===== config.mk =====
export PLATFORM = sky130hd
export DESIGN_NAME = alu_op_sequencer
export DESIGN_NICKNAME = d
export VERILOG_FILES = /design/src/rtl/alu_op_sequencer.sv
export SDC_FILE = /design/constraint.sdc
export NUM_CORES = 1
export LEC_CHECK = 0
export ABC_AREA = 1
export CAP_MARGIN = 25
export CORE_MARGIN = 5
export CORE_UTILIZATION = 40
export CTS_CLUSTER_DIAMETER = 120
export DETAILED_ROUTE_END_ITERATION = 7
export REMOVE_ABC_BUFFERS = 1
export SLEW_MARGIN = 30
export SYNTH_ARGS = -nofsm -noshare
export SYNTH_HDL_FRONTEND = slang
export SYNTH_SLANG_ARGS = --single-unit

===== constraint.sdc =====
create_clock -name clk -period 2 [get_ports clk]
set_input_delay 0.4 -clock clk [delete_from_list [all_inputs] [get_ports clk]]
set_output_delay 0.4 -clock clk [all_outputs]
set_load 0.01 [all_outputs]

===== src/rtl/alu_op_sequencer.sv =====
// Issue-side sequencer for one combinational eightbit_alu: fetches instructions, drives operands, writes back results.
// Optional overflow trap enabled by defining SEQ_OVF_TRAP_EN.
module alu_op_sequencer #(
    parameter int              PC_W     = 8,
    parameter logic [PC_W-1:0] START_PC = '0
) (
    input  logic            clk,
    input  logic            rst_n,
    input  logic            start,
    output logic            imem_req,
    output logic [PC_W-1:0] imem_addr,
    input  logic            imem_ack,
    input  logic [15:0]     imem_data,
    output logic [7:0]      alu_a,
    output logic [7:0]      alu_b,
    output logic [2:0]      alu_sel,
    input  logic [7:0]      alu_f,
    input  logic            alu_ovf,
    input  logic            alu_take_branch,
    output logic            ovf_flag,
    output logic            trap,
    output logic            done,
    input  logic [1:0]      dbg_sel,
    output logic [7:0]      dbg_data,
    output logic [1:0]      dbg_state
);

    // Fetch handshake: imem_req stays high in FETCH until a cycle with imem_ack=1;
    // that cycle transfers imem_data. Ack outside FETCH is ignored.
    typedef enum logic [1:0] {IDLE, FETCH, EXEC, HALT} state_t;

    state_t          state;
    logic [PC_W-1:0] pc;
    logic [7:0]      regs [0:3];
    logic [2:0]      op_q;
    logic [1:0]      rd_q;
    logic [7:0]      imm_q;

    logic [2:0]      f_op;
    logic [1:0]      f_rd;
    logic [1:0]      f_ra;
    logic [1:0]      f_rb;
    logic            f_bimm;
    logic [7:0]      f_imm;
    logic            f_branch;
    logic            is_alu;
    logic            trap_hit;
    logic [PC_W-1:0] off_ext;

    assign f_op     = imem_data[15:13];
    assign f_rd     = imem_data[12:11];
    assign f_ra     = imem_data[10:9];
    assign f_bimm   = imem_data[8];
    assign f_imm    = imem_data[7:0];
    assign f_rb     = imem_data[7:6];
    assign f_branch = f_op[2] & f_op[1];

    assign is_alu   = ~(op_q[2] & op_q[1]);
    assign off_ext  = PC_W'($signed(imm_q));

`ifdef SEQ_OVF_TRAP_EN
    assign trap_hit = (op_q == 3'b000) && alu_ovf;
`else
    assign trap_hit = 1'b0;
`endif

    assign imem_addr = pc;
    assign dbg_data  = regs[dbg_sel];
    assign dbg_state = state;

    always_ff @(posedge clk) begin
        if (!rst_n) begin
            state    <= IDLE;
            pc       <= START_PC;
            for (int i = 0; i < 4; i++) regs[i] <= 8'h00;
            op_q     <= 3'b000;
            rd_q     <= 2'b00;
            imm_q    <= 8'h00;
            alu_a    <= 8'h00;
            alu_b    <= 8'h00;
            alu_sel  <= 3'b000;
            imem_req <= 1'b0;
            ovf_flag <= 1'b0;
            trap     <= 1'b0;
            done     <= 1'b0;
        end else begin
            case (state)
                IDLE: begin
                    if (start) begin
                        state    <= FETCH;
                        imem_req <= 1'b1;
                    end
                end
                FETCH: begin
                    if (imem_ack) begin
                        op_q     <= f_op;
                        rd_q     <= f_rd;
                        imm_q    <= f_imm;
                        alu_sel  <= f_op;
                        alu_a    <= regs[f_ra];
                        // Branches compare R[ra] against R[rd]; operands are frozen here,
                        // so rd==ra/rb sees the pre-write value.
                        if (f_branch)    alu_b <= regs[f_rd];
                        else if (f_bimm) alu_b <= f_imm;
                        else             alu_b <= regs[f_rb];
                        imem_req <= 1'b0;
                        state    <= EXEC;
                    end
                end
                EXEC: begin
                    if (is_alu) begin
                        if (trap_hit) begin
                            trap     <= 1'b1;
                            done     <= 1'b1;
                            ovf_flag <= 1'b1;
                            state    <= HALT;
                        end else begin
                            regs[rd_q] <= alu_f;
                            if (op_q == 3'b000 && alu_ovf) ovf_flag <= 1'b1;
                            pc       <= pc + PC_W'(1);
                            imem_req <= 1'b1;
                            state    <= FETCH;
                        end
                    end else if (alu_take_branch) begin
                        // A taken branch to itself is the halt idiom.
                        if (imm_q != 8'h00) begin
                            pc       <= pc + off_ext;
                            imem_req <= 1'b1;
                            state    <= FETCH;
                        end else begin
                            done  <= 1'b1;
                            state <= HALT;
                        end
                    end else begin
                        pc       <= pc + PC_W'(1);
                        imem_req <= 1'b1;
                        state    <= FETCH;
                    end
                end
                HALT: begin
                    state <= HALT;
                end
                default: state <= IDLE;
            endcase
        end
    end

endmodule


==> flow_metrics.env, run 1 <==
export IMPL_whs_ps=458
export IMPL_clk_latency_ps=360
export IMPL_num_io_pins=73
export IMPL_period_needed_ps=1930
export IMPL_yosys_warnings=0
export IMPL_grt_busiest_layer="met2"
export IMPL_insertedDiodeCount=0
export IMPL_power_density_mw_per_mm2=657
export IMPL_fin_crit_sh=0.963
export IMPL_ant_nets=0
export IMPL_fillers=1028
export IMPL_drive_gt1_frac=0.125
export IMPL_setup_viol=0
export IMPL_design_area_mm2=0.00571
export IMPL_worstPathArrival_ps=1530
export IMPL_clk_pin_slew_ps=80
export IMPL_htreeDepth=3
export IMPL_place_congestion=0.898
export IMPL_cp_cell_sequence="inv_1, o21ai_1, a21oi_1, a21oi_1, dlygate4sd2_1"
export IMPL_grt_ovfl_total=0
export IMPL_critical_path_required_ps=1600
export IMPL_critPathBufInv=2
export IMPL_hold_viol_final=0
export IMPL_antenna_found_initial=0
export IMPL_synth_area_mm2=0.00439
export IMPL_synth_ff_latch_count=74
export IMPL_yosys_area_top_type_share=0.219
export IMPL_grt_first_pass_wirelength_um=21900
export IMPL_numCtsBuffers=9
export IMPL_grt_util_met2=0.325
export IMPL_yosys_top_cells_area="edfxtp_1 22%, dfxtp_1 19%, o21ai_0 9.9%"
export IMPL_synth_cells=603
export IMPL_drv_cap=0
export IMPL_drt_initial_drc_count=414
export IMPL_hold_start="ovf_flag"
export IMPL_final_cell_count_no_fill=845
export IMPL_power_leakage_nw=2.43
export IMPL_final_common_cell="nand2_1"
export IMPL_drcViolationCount=0
export IMPL_crit_start="regs[1][6]"
export IMPL_critPathSlowestCell="edfxtp_1"
export IMPL_post_route_util=0.529
export IMPL_worstPathMaxFanout=3
export IMPL_rows=38
export IMPL_grt_usage=0.216
export IMPL_portBuffers=71
export IMPL_start_util=0.406
export IMPL_grt_met3_usage=0.0465
export IMPL_totalPowerFinal_mw=3.75
export IMPL_seq_area_frac_synth=0.411
export IMPL_die_w_um=115
export IMPL_min_path_type="flop to flop"
export IMPL_grt_setup_unrepaired="false"
export IMPL_cts_root_buf="clkbuf_8"
export IMPL_via_per_inst=5.27
export IMPL_cpLargestDelayFamily="flip-flops"
export IMPL_netlist_top_cell_by_area="edfxtp_1"
export IMPL_crit_top_cell="a21oi_1"
export IMPL_post_dp_hpwl_um=10800
export IMPL_synthDistinctLibCells=38
export IMPL_worstSetupPathType="flop to primary output"
export IMPL_cp_end_kind="primary output"
export IMPL_dieArea_mm2=0.0132
export IMPL_r2r_start="imm_q[0]"
export IMPL_ir_drop_mv=0.436
export IMPL_clk_path_buf_depth=2
export IMPL_cts_hold_buffers_added=0
export IMPL_status="completed"
export IMPL_placed_cells=825
export IMPL_fin_skew_ps=17.4
export IMPL_post_drt_wl_per_cell_um=16.6
export IMPL_detail_route_wirelength_um=14000
export IMPL_dpl_worst_slack_ps=-583
export IMPL_die_height_um=115
export IMPL_core_mm2=0.0108
export IMPL_grt_max_degree=24
export IMPL_area_growth_syn_to_layout_pct=30.3
export IMPL_dr_pass1_iters=5
export IMPL_place_area_mm2=0.00543
export IMPL_finalSetupTns_ps=0
export IMPL_final_cell_mix="113 x nand2_1, 86 x o21ai_0, 66 x inv_1"
export IMPL_critPathMaxStageDelay_ps=420
export IMPL_route_vias_total=4457
export IMPL_cts_tree="built"
export IMPL_worst_slack_ps=74.7
export IMPL_fmax_mhz=519
export IMPL_startpoint_type="flop"
export IMPL_maxSlewViolCount=0
export IMPL_grt_pass1_vias=4132
export IMPL_syn_area_per_cell_um2=7.27
export IMPL_cts_sinks=74
export IMPL_fin_nets=741
export IMPL_gr_usage_met1=0.308
-- worst reg2reg max path: stages (launching register included) --
cell	delay (ps)
dfxtp_1	370
ha_1	170
inv_1	50
fa_1	390
inv_1	110
nand2_1	60
nand3_1	70
o21ai_0	80
o21ai_0	180
a21oi_1	50
-- kinds of logic (layout without fill, tap and decap cells) --
group,Yosys count,count (layout),synth area share
simple gates,232,232,0.234
compound gates,182,182,0.222
buf+inv,104,206,0.103
flops,74,74,0.411
fa+ha+maj,9,9,0.0274
other cells,1,1,0.000855
xor+xnor,1,1,0.00200
-- power by group --
group          internal, mW  total (mW)  switching [mW]
registers              1.63        1.70          0.0618
clock network         0.834        1.46           0.624
logic                 0.267       0.598           0.331
total                  2.74        3.75            1.02
-- timing repair --
action,in CTS,in global routing
endpoints found under the setup margin,8,3
setup buffers,4,0
resized for setup,22,3
hold endpoints to repair,0,0
-- Yosys cell counts --
cell type  count
nand2_1      113
o21ai_0       87
inv_1         69
a21oi_1       66
nor2_1        56
dfxtp_1       42
edfxtp_1      32
nand3_1       31
nor3_1        11
buf_2         10
o211ai_1       9
a31oi_1        8
clkbuf_1       8
ha_1           8
inv_2          6
nand4_1        6
buf_6          5
a22o_1         4
nand2_4        4
nand2_2        3
nor2_2         3
o22ai_1        3
buf_4          2
clkinv_1       2
nor2_4         2
a21o_1         1
clkbuf_2       1
conb_1         1
fa_1           1
inv_4          1
nand3_2        1
nand3b_1       1
nor2_8         1
o21a_1         1
o21ai_2        1
o21bai_1       1
o31ai_1        1
xnor2_1        1
-- state kept, by name, summed over array words and instances, names as in the netlist --
name       cells
alu_a          8
alu_b          8
dbg_state      2
done           1
imem_addr      8
imem_req       1
imm_q          8
op_q           3
ovf_flag       1
rd_q           2
regs          32
-- path summary, 6_finish.rpt --
kind,to,slack (ps),depth (start not counted)
worst max-delay path,dbg_data[6],70,5
worst min-delay path,ovf_flag,460,2
worst max register to register,imem_addr[2],350,9
worst min register to register,ovf_flag,460,2
-- per-layer routing --
metal | up-vias | part of all wire
li1 | 2217 | -
met1 | 2060 | 0.47
met2 | 155 | 0.45
met3 | 25 | 0.068
met4 | 0 | 0.020
met5 | - | 0
-- layout make-up --
type | instances | area [um2] | area share
Timing Repair Buffer | 112 | 1040 | 0.183
Inverter | 78 | 302 | 0.0528
Multi-Input combinational cell | 425 | 2150 | 0.376
Clock inverter | 6 | 115 | 0.0201
Sequential cell | 74 | 1800 | 0.315
Clock buffer | 10 | 128 | 0.0223
Tap cell | 140 | 175 | 0.0307
No activity file was read; power rests on OpenSTA's default activity.
==> inputs of run 2 (changes only) <==
GPL_TIMING_DRIVEN = 1   (was not set)
==> results of run 2 <==
Final layout, timing and power as in run 1 (identical DEF).
==> inputs of run 3 (changes only) <==
PLACE_DENSITY = 0.73   (was not set)
REMOVE_ABC_BUFFERS = not set   (was 1)
==> run 3 against run 2 <==
Compared with the run above: sequential power about the same; global-route usage decreased by 1.4 points; critical endpoint is now dbg_data[2]; count of clock-buffer cells in the layout increased by 1; hold slack got worse by 2.5 ps; first-iteration DRC count increased by 18%; combinational power decreased by 4.3%; clock power decreased by 16%; sequential share of layout area increased by 0.77 points; cell count decreased by 1.7%.
==> flow_metrics.env, run 3 (synthesized netlist as in run 1, its figures left out) <==
export IMPL_r2r_start="imem_addr[0]"
export IMPL_place_congestion=0.951
export IMPL_post_drt_wl_per_cell_um=15.8
export IMPL_period_needed_ps=1880
export IMPL_min_to="alu_b[3]"
export IMPL_die_w_um=115
export IMPL_crit_top_cell="a21oi_1"
export IMPL_fmax_mhz=532
export IMPL_route_vias_total=4522
export IMPL_whs_path_depth=2
export IMPL_worstPathMaxFanout=16
export IMPL_antenna_found_initial=0
export IMPL_cts_sinks=74
export IMPL_dpl_worst_slack_ps=-473
export IMPL_regMostFlops="regs"
export IMPL_totalPowerFinal_mw=3.50
export IMPL_ant_nets=0
export IMPL_critical_path_required_ps=1600
export IMPL_post_route_util=0.517
export IMPL_ir_drop_mv=0.367
export IMPL_post_dp_hpwl_um=9940
export IMPL_critPathMaxStageDelay_ps=450
export IMPL_post_cts_buffers=0
export IMPL_final_common_cell="nand2_1"
export IMPL_fin_skew_ps=13.2
export IMPL_cts_root_buf="clkbuf_8"
export IMPL_worstSetupPathType="input port to primary output"
export IMPL_portBuffers=71
export IMPL_grt_met3_usage=0.0455
export IMPL_fin_crit_sh=0.939
export IMPL_grt_util_met2=0.305
export IMPL_via_per_inst=5.44
export IMPL_worstPathArrival_ps=1480
export IMPL_drt_initial_drc_count=488
export IMPL_fin_nets=727
export IMPL_grt_pass1_vias=4112
export IMPL_drive_gt1_frac=0.111
export IMPL_grt_max_degree=25
export IMPL_critPathSlowestCell="clkdlybuf4s50_1"
export IMPL_clk_path_buf_depth=2
export IMPL_cpLargestDelayFamily="buffers and inverters"
export IMPL_grt_usage=0.202
export IMPL_insertedDiodeCount=0
export IMPL_drv_cap=0
export IMPL_grt_first_pass_wirelength_um=21000
export IMPL_whs_ps=455
export IMPL_startpoint_type="input port"
export IMPL_power_density_mw_per_mm2=628
export IMPL_reg2reg_slack_ps=230
export IMPL_area_growth_syn_to_layout_pct=27.2
export IMPL_grt_setup_unrepaired="false"
export IMPL_clk_pin_slew_ps=70
export IMPL_die_height_um=115
export IMPL_gr_usage_met1=0.281
export IMPL_cp_depth=6
export IMPL_htreeDepth=3
export IMPL_power_leakage_nw=2.36
export IMPL_grt_busiest_layer="met2"
export IMPL_drcViolationCount=0
export IMPL_status="completed"
export IMPL_final_cell_mix="113 x nand2_1, 80 x o21ai_0, 67 x inv_1"
export IMPL_clk_latency_ps=350
export IMPL_maxSlewViolCount=0
export IMPL_core_mm2=0.0108
export IMPL_dr_pass1_iters=6
export IMPL_setup_viol=0
export IMPL_critPathBufInv=3
export IMPL_cp_cell_sequence="clkdlybuf4s50_1, inv_4, o21ai_2, a21oi_1, a21oi_1, buf_2"
export IMPL_hold_start="alu_b[3]"
export IMPL_cp_end_kind="primary output"
export IMPL_grt_ovfl_total=0
export IMPL_rows=38
export IMPL_dieArea_mm2=0.0132
export IMPL_min_path_type="flop to flop"
export IMPL_synth_nets=644
export IMPL_hold_viol_final=0
export IMPL_num_io_pins=73
export IMPL_r2r_end="imem_addr[4]"
export IMPL_largest_reg_flops=32
export IMPL_cts_tree="built"
export IMPL_detail_route_wirelength_um=13100
export IMPL_start_util=0.406
export IMPL_fillers=1029
export IMPL_worst_slack_ps=122
export IMPL_reg2reg_depth=9
export IMPL_numCtsBuffers=9
run 3: changes by cell type in the layout (fill, tap and decap cells not counted), moves of 3 or more:
cell,change
buf_4,-16
buf_2,+8
dlygate4sd2_1,-7
o21ai_0,-6
a21oi_1,+4
a21oi_2,-4
o21ai_1,+3
o21ai_2,+3
run 3: worst max-delay path by stage:
stage | startpoint | to | slack [ps]
floorplan | rd_q[1] | regs[2][0] | 180
global placement | dbg_sel[0] | dbg_data[7] | -370
detailed placement | dbg_sel[0] | dbg_data[2] | -470
CTS | dbg_sel[0] | dbg_data[6] | -0.1
global route | dbg_sel[1] | dbg_data[2] | 60
finish | dbg_sel[1] | dbg_data[2] | 120
run 3: final cells by class:
type                    count  area [um2]  area share
clock inverters             5        62.6      0.0112
multi-input cells         425        2140       0.384
repair buffers             98         943       0.169
inverters                  78         298      0.0534
well taps                 140         175      0.0314
flip-flops and latches     74        1800       0.323
clock buffers              11         153      0.0274
run 3: routing by layer:
layer	vias up	wire length (um)
met3	58	1230
met1	2045	5650
li1	2190	-
met2	229	5770
met5	-	0
met4	0	484
run 3: report_power, final:
group	total (mW)	switching, mW	internal, mW
Combinational	0.572	0.316	0.255
Clock	1.23	0.573	0.656
Sequential	1.70	0.0668	1.64
Total	3.50	0.956	2.55
run 3: through the flow:
stage	TNS [ps]	cells	cell area [um2]
3_5_place_dp	-3260	814	5360
5_1_grt	0	831	5580
2_1_floorplan	0	603	4390
6_report	0	831	5580
3_3_place_gp	-2850	814	5360
4_1_cts	-0.107	830	5540
run 3: repair_timing:
item	in CTS	in global routing
resized for setup	38	8
cloned	0	1
hold buffers	0	0
setup endpoints to repair	8	7
run 3: worst register-to-register path, delay by kind of cell (launching register included):
kind / cells / cell delay, ps
compound gates: 2 / 300
fa+ha+maj: 2 / 590
buf+inv: 2 / 160
flops: 1 / 430
simple gates: 3 / 220
